$ cat config.mk
export PLATFORM = sky130hd
export DESIGN_NAME = game_status_tracker
export DESIGN_NICKNAME = d
export VERILOG_FILES = /design/src/rtl/game_status_tracker.sv
export SDC_FILE = /design/constraint.sdc
export NUM_CORES = 1
export LEC_CHECK = 0
export ABC_AREA = 1
export BUFFER_PORTS_ARGS = -buffer_cell sky130_fd_sc_hd__buf_2
export CAP_MARGIN = 15
export CORE_ASPECT_RATIO = 0.8
export CORE_UTILIZATION = 55
export DETAILED_ROUTE_END_ITERATION = 7
export PLACE_DENSITY_LB_ADDON = 0.05
export SLEW_MARGIN = 20
export SYNTH_ARGS = -nofsm -noshare
export SYNTH_HDL_FRONTEND = slang
export SYNTH_SLANG_ARGS = --single-unit
$ cat constraint.sdc
create_clock -name CLK -period 2.1 [get_ports CLK]
set_clock_uncertainty 0.05 [all_clocks]
set_input_delay 0.105 -clock CLK [delete_from_list [all_inputs] [get_ports CLK]]
set_output_delay 0.105 -clock CLK [all_outputs]
set_load 0.02 [all_outputs]
$ cat src/rtl/game_status_tracker.sv
// game_status_tracker: per-level gameplay status for the screen-phase controller.
// Turns gameplay events and the frame tick into mario_alive / game_end, and owns
// the lives count, the BCD level timer, and the death / invulnerability windows.
module game_status_tracker #(
  parameter int unsigned  START_LIVES     = 3,
  parameter logic [11:0]  START_TIME      = 12'h400,
  parameter int unsigned  FRAMES_PER_TICK = 24,
  parameter int unsigned  DEATH_FRAMES    = 120,
  parameter int unsigned  INVULN_FRAMES   = 90
) (
  input  logic        CLK,
  input  logic        RESET,
  input  logic        frame_tick,
  input  logic        game_active,
  input  logic        enemy_hit,
  input  logic        powered,
  input  logic        pit_fall,
  input  logic        flag_reached,
  output logic        mario_alive,
  output logic        game_end,
  output logic [2:0]  lives,
  output logic [11:0] time_bcd,
  output logic        death_anim,
  output logic        invuln,
  output logic        shrink,
  output logic        respawn
);

  localparam int unsigned CW = 16;
  localparam logic [CW-1:0] FPT_C   = CW'(FRAMES_PER_TICK);
  localparam logic [CW-1:0] DEATH_C = CW'(DEATH_FRAMES);
  localparam logic [CW-1:0] INV_C   = CW'(INVULN_FRAMES);
  localparam logic [2:0]    LIVES_C = 3'(START_LIVES);

  typedef enum logic [2:0] {
    ST_IDLE    = 3'd0,
    ST_RUN     = 3'd1,
    ST_INVULN  = 3'd2,
    ST_DYING   = 3'd3,
    ST_RESPAWN = 3'd4,
    ST_CLEAR   = 3'd5,
    ST_OVER    = 3'd6
  } state_t;

  state_t        state_q, state_d;
  logic [CW-1:0] tcnt_q, tcnt_d;   // frames toward the next timer decrement
  logic [CW-1:0] pcnt_q, pcnt_d;   // frames spent in INVULN or DYING
  logic [11:0]   time_q, time_d;
  logic [2:0]    lives_q, lives_d;
  logic          shrink_d;
  logic          alive_q, end_q, anim_q, inv_q, shrink_q, resp_q;

  // Three-digit BCD decrement with borrow chain, saturating at 000.
  function automatic logic [11:0] bcd_dec(input logic [11:0] v);
    logic [11:0] r;
    r = v;
    if (v == 12'h000) begin
      r = 12'h000;
    end else if (v[3:0] != 4'd0) begin
      r[3:0] = v[3:0] - 4'd1;
    end else begin
      r[3:0] = 4'd9;
      if (v[7:4] != 4'd0) begin
        r[7:4] = v[7:4] - 4'd1;
      end else begin
        r[7:4]  = 4'd9;
        r[11:8] = v[11:8] - 4'd1;
      end
    end
    return r;
  endfunction

  // Next-state, counter, timer and lives logic; events beat a same-cycle tick.
  always_comb begin
    state_d  = state_q;
    tcnt_d   = tcnt_q;
    pcnt_d   = pcnt_q;
    time_d   = time_q;
    lives_d  = lives_q;
    shrink_d = 1'b0;
    case (state_q)
      ST_IDLE: begin
        lives_d = LIVES_C;
        time_d  = START_TIME;
        tcnt_d  = {CW{1'b0}};
        pcnt_d  = {CW{1'b0}};
        if (game_active) begin
          state_d = ST_RUN;
        end else begin
          state_d = ST_IDLE;
        end
      end
      ST_RUN, ST_INVULN: begin
        if (!game_active) begin
          state_d = state_q;            // paused: everything frozen
        end else if (flag_reached) begin
          state_d = ST_CLEAR;
          tcnt_d  = {CW{1'b0}};
          pcnt_d  = {CW{1'b0}};
        end else if (pit_fall) begin
          state_d = ST_DYING;
          tcnt_d  = {CW{1'b0}};
          pcnt_d  = {CW{1'b0}};
        end else if (enemy_hit && (state_q == ST_RUN)) begin
          if (powered) begin
            shrink_d = 1'b1;
            state_d  = ST_INVULN;
          end else begin
            state_d  = ST_DYING;
          end
          tcnt_d = {CW{1'b0}};
          pcnt_d = {CW{1'b0}};
        end else if (time_q == 12'h000) begin
          state_d = ST_DYING;
          tcnt_d  = {CW{1'b0}};
          pcnt_d  = {CW{1'b0}};
        end else if (frame_tick) begin
          if (tcnt_q + 16'd1 == FPT_C) begin
            tcnt_d = {CW{1'b0}};
            time_d = bcd_dec(time_q);
          end else begin
            tcnt_d = tcnt_q + 16'd1;
          end
          if (state_q == ST_INVULN) begin
            if (pcnt_q + 16'd1 == INV_C) begin
              state_d = ST_RUN;
              pcnt_d  = {CW{1'b0}};
            end else begin
              pcnt_d  = pcnt_q + 16'd1;
            end
          end else begin
            pcnt_d = pcnt_q;
          end
        end else begin
          state_d = state_q;
        end
      end
      ST_DYING: begin
        if (frame_tick) begin
          if (pcnt_q + 16'd1 == DEATH_C) begin
            lives_d = lives_q - 3'd1;
            pcnt_d  = {CW{1'b0}};
            if (lives_q == 3'd1) begin
              state_d = ST_OVER;
            end else begin
              state_d = ST_RESPAWN;
              time_d  = START_TIME;
              tcnt_d  = {CW{1'b0}};
            end
          end else begin
            pcnt_d = pcnt_q + 16'd1;
          end
        end else begin
          state_d = ST_DYING;
        end
      end
      ST_RESPAWN: begin
        state_d = ST_RUN;
      end
      ST_CLEAR: begin
        state_d = ST_CLEAR;
      end
      ST_OVER: begin
        state_d = ST_OVER;
        lives_d = 3'd0;
      end
      default: begin
        state_d = ST_IDLE;
      end
    endcase
  end

  // State, counters and registered outputs; RESET wins in every state.
  always_ff @(posedge CLK) begin
    if (RESET) begin
      state_q  <= ST_IDLE;
      tcnt_q   <= {CW{1'b0}};
      pcnt_q   <= {CW{1'b0}};
      time_q   <= START_TIME;
      lives_q  <= LIVES_C;
      alive_q  <= 1'b1;
      end_q    <= 1'b0;
      anim_q   <= 1'b0;
      inv_q    <= 1'b0;
      shrink_q <= 1'b0;
      resp_q   <= 1'b0;
    end else begin
      state_q  <= state_d;
      tcnt_q   <= tcnt_d;
      pcnt_q   <= pcnt_d;
      time_q   <= time_d;
      lives_q  <= lives_d;
      alive_q  <= (state_d != ST_OVER);
      end_q    <= (state_d == ST_CLEAR);
      anim_q   <= (state_d == ST_DYING);
      inv_q    <= (state_d == ST_INVULN);
      shrink_q <= shrink_d;
      resp_q   <= (state_d == ST_RESPAWN);
    end
  end

  assign mario_alive = alive_q;
  assign game_end    = end_q;
  assign lives       = lives_q;
  assign time_bcd    = time_q;
  assign death_anim  = anim_q;
  assign invuln      = inv_q;
  assign shrink      = shrink_q;
  assign respawn     = resp_q;

endmodule

==> results summary <==
The flow ran to the end, but the final reports show violations. The final reports fail on setup timing. The critical path goes through ha_4, nand3_4, inv_2, nand2_1, xor2_2, nand2_2, nor2_4, nand3_2, nand2_4, nand2_4, nor2_8, buf_12, clkinvlp_4, a21oi_1. The worst setup path is launched from a register. The global-route wire length before repair came out at a little under 20000 µm. The library cell used most frequently in the layout, excluding fill and tap cells, is sky130_fd_sc_hd__nand2_1. CTS built an H-tree with a depth of 2. The transition time of the tightest slew-check pin came out at 0.455 ns. The CTS root buffer is sky130_fd_sc_hd__clkbuf_8. The ratio of final minimum period to clock period came out at 115%. The min-delay analysis places its worst path in the category in2reg. The detail route stage leaves a number of antenna-violating nets equal to 0. By startpoint and endpoint, the worst setup path is classified as reg2reg. The highest clock frequency the design can meet came out at approximately 410 MHz. The number of clock sinks came out at 56. The count of flip-flops with a built-in enable after synthesis came out at 0. In this run, placement finished with an instance count of slightly above 800. For this run, the detailed router's first-pass iteration total came to 6. The largest single stage delay on the critical path is 0.41 ns.

The final HPWL from detailed placement came out at a little over 8000 µm. TritonCTS built the clock tree. In this run the worst path has a maximum fanout of 9.

The number of failing hold endpoints at the final stage came out at 0. STA classifies the critical path endpoint as a register. The max-cap check violation count came out at 0. The count of buffers added on input and output ports is 28. The insertion delay to the later sink of the worst-skew pair came out at about 0.32 ns. Summing every instance area after synthesis gives 0.00387 mm². The detail-routed via count per cell came out at roughly 5.7.

The floorplan step set the die width to 95.7 µm. The net count of the finished layout came out at a little under 800. The initial antenna violation count was 0. The leakage power came out at 0.00260 µW. Compared with the post-synthesis result, the final layout area differs by 46.4%. The number of buffer and inverter instances along the worst setup path is 3. The overall die height came out at a little under 80 µm. The flip-flop and latch count after synthesis is 56. The family of cells with the greatest summed delay on the critical path is simple AND/OR/NAND/NOR gates.

The post-route worst setup slack came out at -0.316 ns. The total CTS buffers is 5. The total overflow left after global routing is 0. The clock-pin slew on the worst setup and hold paths came out at 0.11 ns. For this block, the via count after detailed routing is around 5000. The pin count of the biggest net entering global routing came out at 26. The count of final max-slew check failures was 0. Data on the critical path is required at its endpoint by roughly 2.3 ns. The total power density per cell area came out at approximately 560 mW/mm². The area of all sequential standard cells came out at about 0.0012 mm². The shortest clock period the worst path allows after layout came out at 2.42 ns. Of the synthesized area, sequential elements account for between 20% and 30%. After floorplanning, the core was sized to cover 0.00657 mm². The count of standard-cell rows came out at 26. IR analysis of the VDD net gives a maximum drop of roughly 0.00048 V.

The deepest clock path buffer count is 2. The number of setup violations in the final report is 54. At the worst endpoint, the arrival time is approximately 2.6 ns. The layout has around 380 filler cells.

For this run, asynchronously set or reset flops after synthesis account for 0%. The remaining max-slew budget at the tightest pin is 69.4%. The synthesized netlist net count came out at 635. The dominant synthesized flop cell is sky130_fd_sc_hd__dfxtp_1. The number of distinct library cell variants in the gate-level netlist after synthesis is 44. Each instance of the synthesized netlist takes up on average just over 6 µm². The cell count after synthesis came out at 620. The number of global-route vias before repair is approximately 4400.

Global routing used about a third of the available tracks across all layers. Setup repair after global routing could not meet its margin everywhere. The floorplan step defined a die boundary enclosing around 0.0074 mm². At the end of routability-driven placement, the weighted congestion stood at a little under 1. The number of violations reported at the end of detailed-routing iteration 0 came out at between 400 and 500. The routed wire length per instance came out at 15.9 µm.

The cell type with the highest occurrence count on the critical path is sky130_fd_sc_hd__nand2_4. The number of standard cells in the final layout excluding fillers came out at between 800 and 900. The area taken by multi-input logic gates came out at 0.00282 mm². The power consumption came out at between 3000 and 4000 µW. The starting density of the core is between 50% and 60%.

The share of layout cells above drive strength 1 came out at roughly two fifths. In the layout the commonest cells are 133 x sky130_fd_sc_hd__nand2_1, 111 x sky130_fd_sc_hd__buf_4, 66 x sky130_fd_sc_hd__nor2_1, 66 x sky130_fd_sc_hd__inv_1, 39 x sky130_fd_sc_hd__dfxtp_1. The post-route DRC violation count came out at 0. For this block, the routed nets add up to between 10000 and 15000 µm of wire. The warning count from the yosys run is 0. The critical path's slowest cell is sky130_fd_sc_hd__dfxtp_4. The setup TNS after final layout is -9.26 ns. The number of placed I/O pins came out at 29. The count of inserted antenna diode cells is 0.
[kinds of logic (layout without fill, tap and decap cells)]
logic type | Yosys count | after routing | synth area share, %
AOI/OAI and AO/OA | 85 | 85 | 11.9
xor gates and xnor gates | 13 | 13 | 2.95
adders and majority gates | 7 | 7 | 2.27
buffers and inverters | 98 | 245 | 10.2
DFF | 56 | 56 | 29.0
and+or+nand+nor | 361 | 362 | 43.7
[layout make-up]
cell class	count	area share, %
Multi-Input combinational cell	467	49.8
Sequential cell	56	20.4
Timing Repair Buffer	152	20.2
Inverter	85	5.83
Tap cell	84	1.86
Clock buffer	6	1.28
Clock inverter	2	0.685
[sequential cells by signal (all words and copies together) (netlist names)]
signal / cells
pcnt_q: 16
game_end: 1
state_q: 3
shrink: 1
invuln: 1
tcnt_q: 16
death_anim: 1
mario_alive: 1
time_bcd: 12
respawn: 1
lives: 3
[where the power goes]
part	switching [µW]	leakage [µW]	internal, µW
Sequential	82.0	0.000464	1140
Combinational	688	0.00208	511
Clock	390	0.0000558	362
Total	1160	0.00260	2010
[cells in the mapped netlist (2+ instances only)]
cell	number	area share [%]
sky130_fd_sc_hd__buf_1	3	0.29
sky130_fd_sc_hd__inv_2	5	0.49
sky130_fd_sc_hd__nand2_1	162	16
sky130_fd_sc_hd__nor2_1	83	8.1
sky130_fd_sc_hd__nor2_2	4	0.65
sky130_fd_sc_hd__nand3b_1	3	0.58
sky130_fd_sc_hd__buf_6	2	0.58
sky130_fd_sc_hd__ha_1	7	2.3
sky130_fd_sc_hd__dfxtp_1	56	29
sky130_fd_sc_hd__nor4_1	2	0.32
sky130_fd_sc_hd__xor2_1	10	2.3
sky130_fd_sc_hd__o211ai_1	6	1.2
sky130_fd_sc_hd__or2_2	3	0.49
sky130_fd_sc_hd__clkinv_1	3	0.29
sky130_fd_sc_hd__nor2_4	9	2.6
sky130_fd_sc_hd__buf_2	2	0.26
sky130_fd_sc_hd__nor3_1	7	0.91
sky130_fd_sc_hd__inv_1	76	7.4
sky130_fd_sc_hd__o21ai_1	14	1.8
sky130_fd_sc_hd__nand3_1	50	6.5
sky130_fd_sc_hd__clkbuf_1	3	0.29
sky130_fd_sc_hd__a21oi_1	21	2.7
sky130_fd_sc_hd__nor3_2	2	0.52
sky130_fd_sc_hd__xnor2_1	3	0.68
sky130_fd_sc_hd__o22ai_1	5	0.81
sky130_fd_sc_hd__nand2_2	6	0.97
sky130_fd_sc_hd__buf_4	2	0.39
sky130_fd_sc_hd__nand3_2	6	1.6
sky130_fd_sc_hd__o21ai_0	34	4.4
sky130_fd_sc_hd__nand2_4	2	0.58
sky130_fd_sc_hd__nand4_1	16	2.6
[worst reg2reg max path, stage by stage (launching register included)]
cell and delay (ns):
sky130_fd_sc_hd__dfxtp_4 0.41, sky130_fd_sc_hd__ha_4 0.16, sky130_fd_sc_hd__nand3_4 0.10, sky130_fd_sc_hd__inv_2 0.12
sky130_fd_sc_hd__nand2_1 0.12, sky130_fd_sc_hd__xor2_2 0.18, sky130_fd_sc_hd__nand2_2 0.11, sky130_fd_sc_hd__nor2_4 0.12
sky130_fd_sc_hd__nand3_2 0.12, sky130_fd_sc_hd__nand2_4 0.13, sky130_fd_sc_hd__nand2_4 0.08, sky130_fd_sc_hd__nor2_8 0.13
sky130_fd_sc_hd__buf_12 0.14, sky130_fd_sc_hd__clkinvlp_4 0.13, sky130_fd_sc_hd__a21oi_1 0.23
[through the flow]
step	cell area, µm²	worst slack [ns]	util [%]	hold slack (ns)
after detailed placement	4850	-0.220	73.8	0.282
after CTS	5280	-0.183	80.3	0.0705
after floorplan	3900	0.00286	-	0.132
after global routing	5660	-0.446	86.2	0.131
after global placement	4850	-0.163	73.8	0.279
final	5660	-0.316	86.2	0.110
[per-layer routing]
metal | vias to the layer above | part of all wire [%] | global-route usage, %
li1 | 2293 | - | -
met1 | 2250 | 40 | 43.8
met2 | 296 | 48 | 57.4
met3 | 55 | 9.0 | 4.86
met4 | 0 | 3.2 | 11.2
met5 | - | 0 | 0
[what timing repair did]
action / in CTS / in global routing
pin swaps: 24 / 30
setup buffers: 17 / 6
hold buffers: 2 / 0
endpoints found under the setup margin: 54 / 56
endpoints found under the hold margin: 1 / 0
resized for setup: 52 / 106
gates cloned: 1 / 0
[final timing paths]
check                                            start                      end  slack, ns  depth (start not counted)
worst max-delay path            pcnt_q[0]$_SDFFE_PP0P_  tcnt_q[11]$_SDFFE_PP0P_      -0.32                         14
worst max register to register  pcnt_q[0]$_SDFFE_PP0P_  tcnt_q[11]$_SDFFE_PP0P_      -0.32                         14
worst min register to register  tcnt_q[9]$_SDFFE_PP0P_   tcnt_q[9]$_SDFFE_PP0P_       0.46                          2
worst min-delay path                       game_active        invuln$_SDFF_PP0_       0.11                          4
(Power assumes the default switching activity.)
